===== config.mk =====
export PLATFORM = sky130hd
export DESIGN_NAME = tp_snoop_bank
export DESIGN_NICKNAME = d
export VERILOG_FILES = /design/src/rtl/tp_snoop_bank.sv
export SDC_FILE = /design/constraint.sdc
export NUM_CORES = 1
export LEC_CHECK = 0
export ABC_AREA = 1
export BUFFER_PORTS_ARGS = -buffer_cell sky130_fd_sc_hd__clkbuf_2
export CAP_MARGIN = 10
export CORE_UTILIZATION = 58
export DETAILED_ROUTE_END_ITERATION = 6
export MAX_ROUTING_LAYER = met4
export PLACE_DENSITY_LB_ADDON = 0.08
export SLEW_MARGIN = 10
export SYNTH_ARGS = -nofsm -noshare
export SYNTH_HDL_FRONTEND = slang
export SYNTH_SLANG_ARGS = --single-unit

===== constraint.sdc =====
create_clock -name iODCK -period 2.65 [get_ports iODCK]
set_clock_uncertainty 0.15 [all_clocks]
set_input_delay 0.1325 -clock iODCK [delete_from_list [all_inputs] [get_ports iODCK]]
set_output_delay 0.1325 -clock iODCK [all_outputs]
set_load 0.005 [all_outputs]

===== src/rtl/tp_snoop_bank.sv =====
// rtl/tp_snoop_bank.sv - snoops RAM writes into per-channel tap registers with immediate or frame-synced update
module tp_snoop_bank #(
    parameter int CH = 4,
    parameter int DW = 8,
    parameter int AW = 9
) (
    input  logic             iODCK,
    input  logic             iRST,
    input  logic [CH*AW-1:0] iSW,
    input  logic             iWEA,
    input  logic [DW-1:0]    iData,
    input  logic [AW-1:0]    iAddress,
    input  logic             iVS,
    input  logic             iMode,
    output logic [CH*DW-1:0] oTP,
    output logic [CH-1:0]    oPEND,
    output logic [CH-1:0]    oUPD
);

    logic [CH-1:0][DW-1:0] cap_q, cap_d;
    logic [CH-1:0][DW-1:0] tp_q, tp_d;
    logic [CH-1:0]         pend_q, pend_d;
    logic [CH-1:0]         upd_q, upd_d;
    logic                  vs_q, vs_d;
    logic                  vs_edge;
    logic                  xfer;
    logic [CH-1:0]         hit;

    assign vs_edge = iVS & ~vs_q;
    // Mode 0 transfers every edge; mode 1 only on the frame-sync rising edge.
    assign xfer    = ~iMode | vs_edge;

    always_comb begin
        hit    = '0;
        cap_d  = cap_q;
        tp_d   = tp_q;
        pend_d = pend_q;
        upd_d  = '0;
        vs_d   = iVS;
        for (int c = 0; c < CH; c++) begin
            hit[c] = iWEA && (iAddress == iSW[c*AW +: AW]);
            if (hit[c]) begin
                cap_d[c] = iData;
            end
            // Transfer uses the capture value from before this edge, so a
            // coincident hit stays pending for the next transfer.
            if (xfer) begin
                tp_d[c]  = cap_q[c];
                upd_d[c] = (cap_q[c] != tp_q[c]);
            end
            if (hit[c]) begin
                pend_d[c] = 1'b1;
            end else if (xfer) begin
                pend_d[c] = 1'b0;
            end
        end
    end

    always_ff @(posedge iODCK) begin
        if (!iRST) begin
            cap_q  <= '0;
            tp_q   <= '0;
            pend_q <= '0;
            upd_q  <= '0;
            vs_q   <= 1'b0;
        end else begin
            cap_q  <= cap_d;
            tp_q   <= tp_d;
            pend_q <= pend_d;
            upd_q  <= upd_d;
            vs_q   <= vs_d;
        end
    end

    assign oTP   = tp_q;
    assign oPEND = pend_q;
    assign oUPD  = upd_q;

endmodule


* Word-level counts from Yosys, hierarchy flattened *
Index checks and enable logic that the tools add are counted.

operators by class
  equality and inequality tests = 8
  mux-type cells = 5
  bitwise operators = 4
  reductions and logical operators = 9

operators with widths
  kind                   count
  equality test 9 bit    4
  inequality test 8 bit  4
  nonzero test 2 bit     4
  2-to-1 mux 1 bit       5
  logical AND 1 bit      4
  inverter 1 bit         2
  AND reduction 2 bit    1
  bitwise AND 1 bit      1
  bitwise OR 1 bit       1

word-level totals
  register bits after elaboration = 73
  bits of input ports = 58
  output and inout port bits = 40
  logic and storage cells = 40

* Depth between registers and ports, before layout *
Gate-level depths: netlist of run 1.

  depth after elaboration = 5
  gate-level depth with buffers = 9

* Worst setup path before layout of run 1 *
OpenSTA, ideal clock, no wires.

  kind = register to register
  start = register vs_q
  end = register tp_q (netlist bit oTP[6])
  setup time = 116 ps
  data arrival time = 995 ps
  slack = 1,389 ps
  cell stages (with the launch flop) = 8
  buffers on the path = 1
  clock period less this slack = 1,261 ps
  path through = dfxtp_1 inv_1 nand2_1 nand2_1 clkinv_1 buf_2 nor2_1 nor2_1

between the ends
  cells in the longest elaborated chain, start to end = 3

ends and longest elaborated chain
  what                    line  text
  start, declared         24    logic vs_q, vs_d;
  start signal, assigned  71    vs_q <= vs_d;
  inverter 1 bit          29    assign vs_edge = iVS & ~vs_q;
  bitwise AND 1 bit       29
  bitwise OR 1 bit        31    assign xfer = ~iMode | vs_edge;
  end signal, assigned    68    tp_q <= tp_d;
  end, declared           21    logic [CH-1:0][DW-1:0] tp_q, tp_d;

Every way passes these cells.
A chain may end at the register's enable or synchronous reset.

* Worst setup path in the final report of run 1 *
  start = input iVS
  end = register tp_q (netlist bit oTP[5])

between the ends
  cells in the longest elaborated chain, start to end = 2

ends and longest elaborated chain
  what               line  text
  start, declared    13    input logic iVS,
  bitwise AND 1 bit  29
  bitwise OR 1 bit   31

Every way passes these cells.

==> results.toml, run 1 <==
[run_status]
status = "complete, no violations"

[clock_network]
htree_num_levels = 3
cts_tree = "built"
clk_pin_slew_ns = 0.08
insertion_delay_ns = 0.35
cts-root-buf = "clkbuf_8"
cts_resized = 0
numCtsBuffers = 9
cts_buffer_depth = 2
cts_sinks = 73

[power_and_ir_drop]
power.density_mw_per_mm2 = 492
p_leak_nw = 2.35
ir_drop_v = 0.000487

[timing]
setup_viol = 0
tns_ns = 0
slew_headroom_pct = 45.0
tightestPinTransition_ns = 0.820
fin_hold_ws_ns = 0.0501
finalMaxSlewViolations = 0
min_period_over_period_pct = 72.0
fmax_ghz = 0.524
fin_ws_ns = 0.742
rsz0062_at_grt = "no"
hold_viol = 0
post-route-min-period_ns = 1.91

[die]
rows = 29
design.die.area_mm2 = 0.00724
initial_core_util_pct = 61.6
io_pins = 98
die_x_um = 85.1
die_h_um = 85.1
design.core.area_mm2 = 0.00649

[detailed_routing]
via_count = 4167
first_pass_iters = 4
via_per_inst = 5.22
finalWirelength_mm = 10.7
drt_iter0_markers = 226
drtAntennaViolNets = 0
drc = 0
wl_per_cell_um = 13.4

[yosys]
synth_area_leader_cell = "dfxtp_1"
ys_seq_elements = 73
synthesis.nets = 676
synthTopCellsByArea = "dfxtp_1 (37%), nand2_1 (15%), nor2_1 (12%), xnor2_1 (6.8%), inv_1 (5.6%)"
yosysSeqAreaShare_pct = 36.5
synth.avg_cell_area_um2 = 6.48
yosysWarnings = 0
syn_inst = 618
synth_top_area_share_pct = 36.5
synth_area_mm2 = 0.00400
synth.distinct_cells = 24

[place]
dp.final_hpwl_mm = 8.12
placed_cell_area_mm2 = 0.00455
gp_congestion = 1.01
port-buffer-count = 97
pre_cts_ws_ns = 0.871

[grt]
grt_overflow = 0
grt_pass1_wl_mm = 17.7
grt_start_max_net_pins = 43
grt.total_usage_pct = 32.3
grt_pass1_vias = 3996
antenna_found_initial = 0

[critical_path]
cp-end-kind = "flop"
cp.required_ns = 2.74
critPathArrivalTime_ns = 2.00
slowest_delay_ns = 0.65
startpoint_type = "input port"
slowest_stage = "clkinv_1"
crit_path_max_fanout = 27
crit_type = "in2reg"
crit_chain = "dlygate4sd3_1 -> clkbuf_2 -> nand2_1 -> nand2_1 -> clkinv_1 -> nor2_1 -> nor2_1"

[cells_and_area]
antenna_cells = 0
finish.utilization_pct = 72.8
drive_gt1_share_pct = 21.2
fin_area_mm2 = 0.00473
syn_to_final_growth_pct = 18.1
finalNetCount = 774

[flow_run]
max_cap_violations = 0

[worst_hold_path]
hp-class = "in2reg"
## path summary, 6_finish.rpt
path	start	end	slack (ns)	depth (start not counted)
max reg2reg	vs_q	oTP[5]	0.86	6
max	iVS	oTP[5]	0.74	7
min reg2reg	cap_q[18]	oTP[18]	0.34	2
min	iData[0]	cap_q[0]	0.05	5
## registers in the layout (all words and copies together) (netlist names)
name / count
cap_q: 32
oTP: 32
oPEND: 4
oUPD: 4
vs_q: 1
## through the flow
stage / power [mW] / cells
3_3_place_gp: 1.57 / 781
6_report: 2.33 / 798
3_5_place_dp: 1.58 / 781
5_1_grt: 2.44 / 798
2_1_floorplan: 1.42 / 618
4_1_cts: 2.34 / 798
## worst max-delay path: cells and delay by family
kind | cells | cell delay [ns]
buffers and inverters | 3 | 1.30
and+or+nand+nor | 4 | 0.56
## per-layer routing
layer / share of wire (%) / track usage, % / vias up
li1: - / - / 2102
met1: 42 / 36.8 / 1884
met2: 48 / 54.8 / 153
met3: 6.5 / 6.52 / 28
met4: 2.7 / 14.0 / 0
met5: 0 / - / -
## logic make-up after synthesis
kind of cell | Yosys count | synth area share [%]
compound gates | 57 | 7.13
xor+xnor | 38 | 8.32
buf+inv | 84 | 8.03
flops | 73 | 36.5
simple gates | 366 | 40.0
## synthesized netlist by cell type, drive strengths merged
cell and n:
nand3 43, nand4 6, nand2 160, buf 4
o21ai 43, nor3 5, a21oi 14, clkinv 1
nor2 151, nand3b 1, clkbuf 10, dfxtp 73
xnor2 31, xor2 7, inv 69
## repair_timing
item                       4_1_cts  5_1_grt
hold endpoints to repair         1        0
setup buffers                    0        0
setup endpoints to repair        0        0
hold buffers                     1        0
## power breakdown
part | internal, mW | switching, mW
Clock | 0.341 | 0.428
Sequential | 1.13 | 0.0251
Combinational | 0.153 | 0.253
Total | 1.62 | 0.706
## area by class of cell
| class | count | area [µm²] |
|---|---|---|
| clock buffers | 10 | 128 |
| well taps | 77 | 96.3 |
| clock inverters | 6 | 42.5 |
| fillers | 532 | 1770 |
| multi-input cells | 461 | 2220 |
| repair buffers | 101 | 518 |
| inverters | 70 | 263 |
| flip-flops and latches | 73 | 1460 |
## placed cells by master (no fill, tap or decap), types with 11 or more instances in the layout
cell type and count:
nand2_1 156, nor2_1 131, clkbuf_2 97, dfxtp_1 73, inv_1 60, nand3_1 41, o21ai_0 38, xnor2_1 31
a21oi_1 14, nor2_2 11
No activity file was read; power rests on OpenSTA's default activity.
==> inputs of run 2 (changes only) <==
Settings changed: CORE_UTILIZATION 58 to 54.
Clock period 2.65 ns to 1.9 ns, I/O delays scaled along.
==> run 2 against run 1 <==
  * First-iteration DRC count is 34% lower
  * Critical path type unchanged
  * Critical endpoint is now oUPD[3]
  * Count of clock-buffer cells in the layout stayed put
  * Wire length is 2.4% lower
  * Sequential cell count stayed put
==> results.toml, run 2 (synthesis results as in run 1) <==
[detailed_routing]
dr_wl_met3_um = 553
drt_iter0_markers = 150
first_pass_iters = 5
via_per_inst = 5.01
via_count = 4112
finalWirelength_mm = 10.4
drc = 0
top_layer = "met4"
route.met2.wl_mm = 4.85
wl_per_cell_um = 12.7
drt-met1-wl_mm = 4.82
drtAntennaViolNets = 0

[clock_network]
htree_num_levels = 3
cts_tree = "built"
cts_buffer_depth = 2
cts_sinks = 73
cts_resized = 0
insertion_delay_ns = 0.35
cts-root-buf = "clkbuf_8"
clk_pin_slew_ns = 0.08
post_cts_buffers = 0
numCtsBuffers = 9

[cells_and_area]
drive_gt1_share_pct = 21.2
layout_common_cells = "nand2_1 (156), nor2_1 (131), clkbuf_2 (97)"
fin_area_mm2 = 0.00482
syn_to_final_growth_pct = 20.3
finish.utilization_pct = 66.8
layout_commonest_cell = "nand2_1"
antenna_cells = 0
finalNetCount = 774

[power_and_ir_drop]
power.density_mw_per_mm2 = 733
ir_drop_v = 0.000389
p_leak_nw = 2.38
p_total_mw = 3.53

[critical_path]
cp-end-kind = "flop"
crit_path_max_fanout = 42
critPathArrivalTime_ns = 1.57
cp.required_ns = 2.03
slowest_delay_ns = 0.52
cpMostUsedCell = "nand2_1"
critPathTopFamily = "buffers and inverters"
slowest_stage = "dlygate4sd3_1"
worstPathBufferInverterCount = 3
startpoint_type = "input port"
crit_chain = "dlygate4sd3_1 -> clkbuf_2 -> nand2_1 -> nand2_1 -> buf_4 -> nand2_1 -> a21oi_1"
crit_type = "in2reg"

[timing]
fmax_ghz = 0.693
setup_viol = 0
post-route-min-period_ns = 1.44
rsz0062_at_grt = "no"
slew_headroom_pct = 74.0
hold_viol = 0
tns_ns = 0
tightestPinTransition_ns = 0.389
fin_hold_ws_ns = 0.0132
finalMaxSlewViolations = 0
min_period_over_period_pct = 75.9

[flow_run]
max_cap_violations = 0

[place]
placed_cell_area_mm2 = 0.00459
gp_congestion = 1.04
port-buffer-count = 97
dp.final_hpwl_mm = 7.83

[grt]
grt.total_usage_pct = 29.6
grt_start_max_net_pins = 68
grt_pass1_wl_mm = 17.1
grt_overflow = 0
antenna_found_initial = 0
grt_pass1_vias = 3731

[die]
rows = 31
design.die.area_mm2 = 0.00776
initial_core_util_pct = 55.5
die_x_um = 88.1
die_h_um = 88.1
design.core.area_mm2 = 0.00721
io_pins = 98

[run_status]
status = "complete, no violations"

[worst_hold_path]
hp-class = "in2reg"
==> run 2: changes by cell type in the layout (fill, tap and decap cells not counted) <==
cell	before	now
buf_4	3	2
inv_6	1	2
bufinv_16	0	2
buf_12	0	1
clkinvlp_4	2	1
clkinv_4	1	0
clkinv_2	2	1
==> run 2: cell type report <==
| type | instances | area, µm² |
|---|---|---|
| tap | 99 | 124 |
| timing repair buffer | 101 | 531 |
| fill | 715 | 2400 |
| clock inverter | 6 | 90.1 |
| clock buffer | 10 | 128 |
| multi-input combinational | 461 | 2220 |
| sequential | 73 | 1460 |
| inverter | 70 | 263 |
==> run 2: path summary, 6_finish.rpt <==
kind         slack (ns)       end  depth (start not counted)      start
max                0.46   oUPD[3]                          7        iVS
min                0.01  cap_q[9]                          5   iData[1]
max reg2reg        0.51   oUPD[3]                          6       vs_q
min reg2reg        0.33   oTP[20]                          2  cap_q[20]
==> run 2: tightest hold or removal path, cell delays in order <==
cell,delay [ns]
clkbuf_2,0.08
inv_1,0.09
nand3_1,0.10
nand2_1,0.04
nor2_1,0.07
==> run 2: per-layer routing <==
metal	vias up	GRT usage (%)
met3	16	4.62
li1	2109	-
met1	1852	38.0
met2	135	47.4
met4	0	10.1
met5	-	-
==> run 2: power breakdown <==
| part | internal (mW) | switching (mW) | total, mW | leakage (nW) |
|---|---|---|---|---|
| Clock | 0.747 | 0.612 | 1.36 | 0.107 |
| Sequential | 1.57 | 0.0333 | 1.61 | 0.594 |
| Combinational | 0.215 | 0.349 | 0.564 | 1.68 |
| Total | 2.54 | 0.994 | 3.53 | 2.38 |
==> run 2: timing repair <==
action	CTS	global route
endpoints found under the hold margin	1	0
endpoints found under the setup margin	0	0
hold buffers	1	0
==> run 2: through the flow <==
stage / setup WS (ns) / cells
floorplan: 0.639 / 618
global placement: 0.479 / 803
detailed placement: 0.441 / 803
CTS: 0.463 / 820
global route: 0.257 / 820
finish: 0.458 / 820
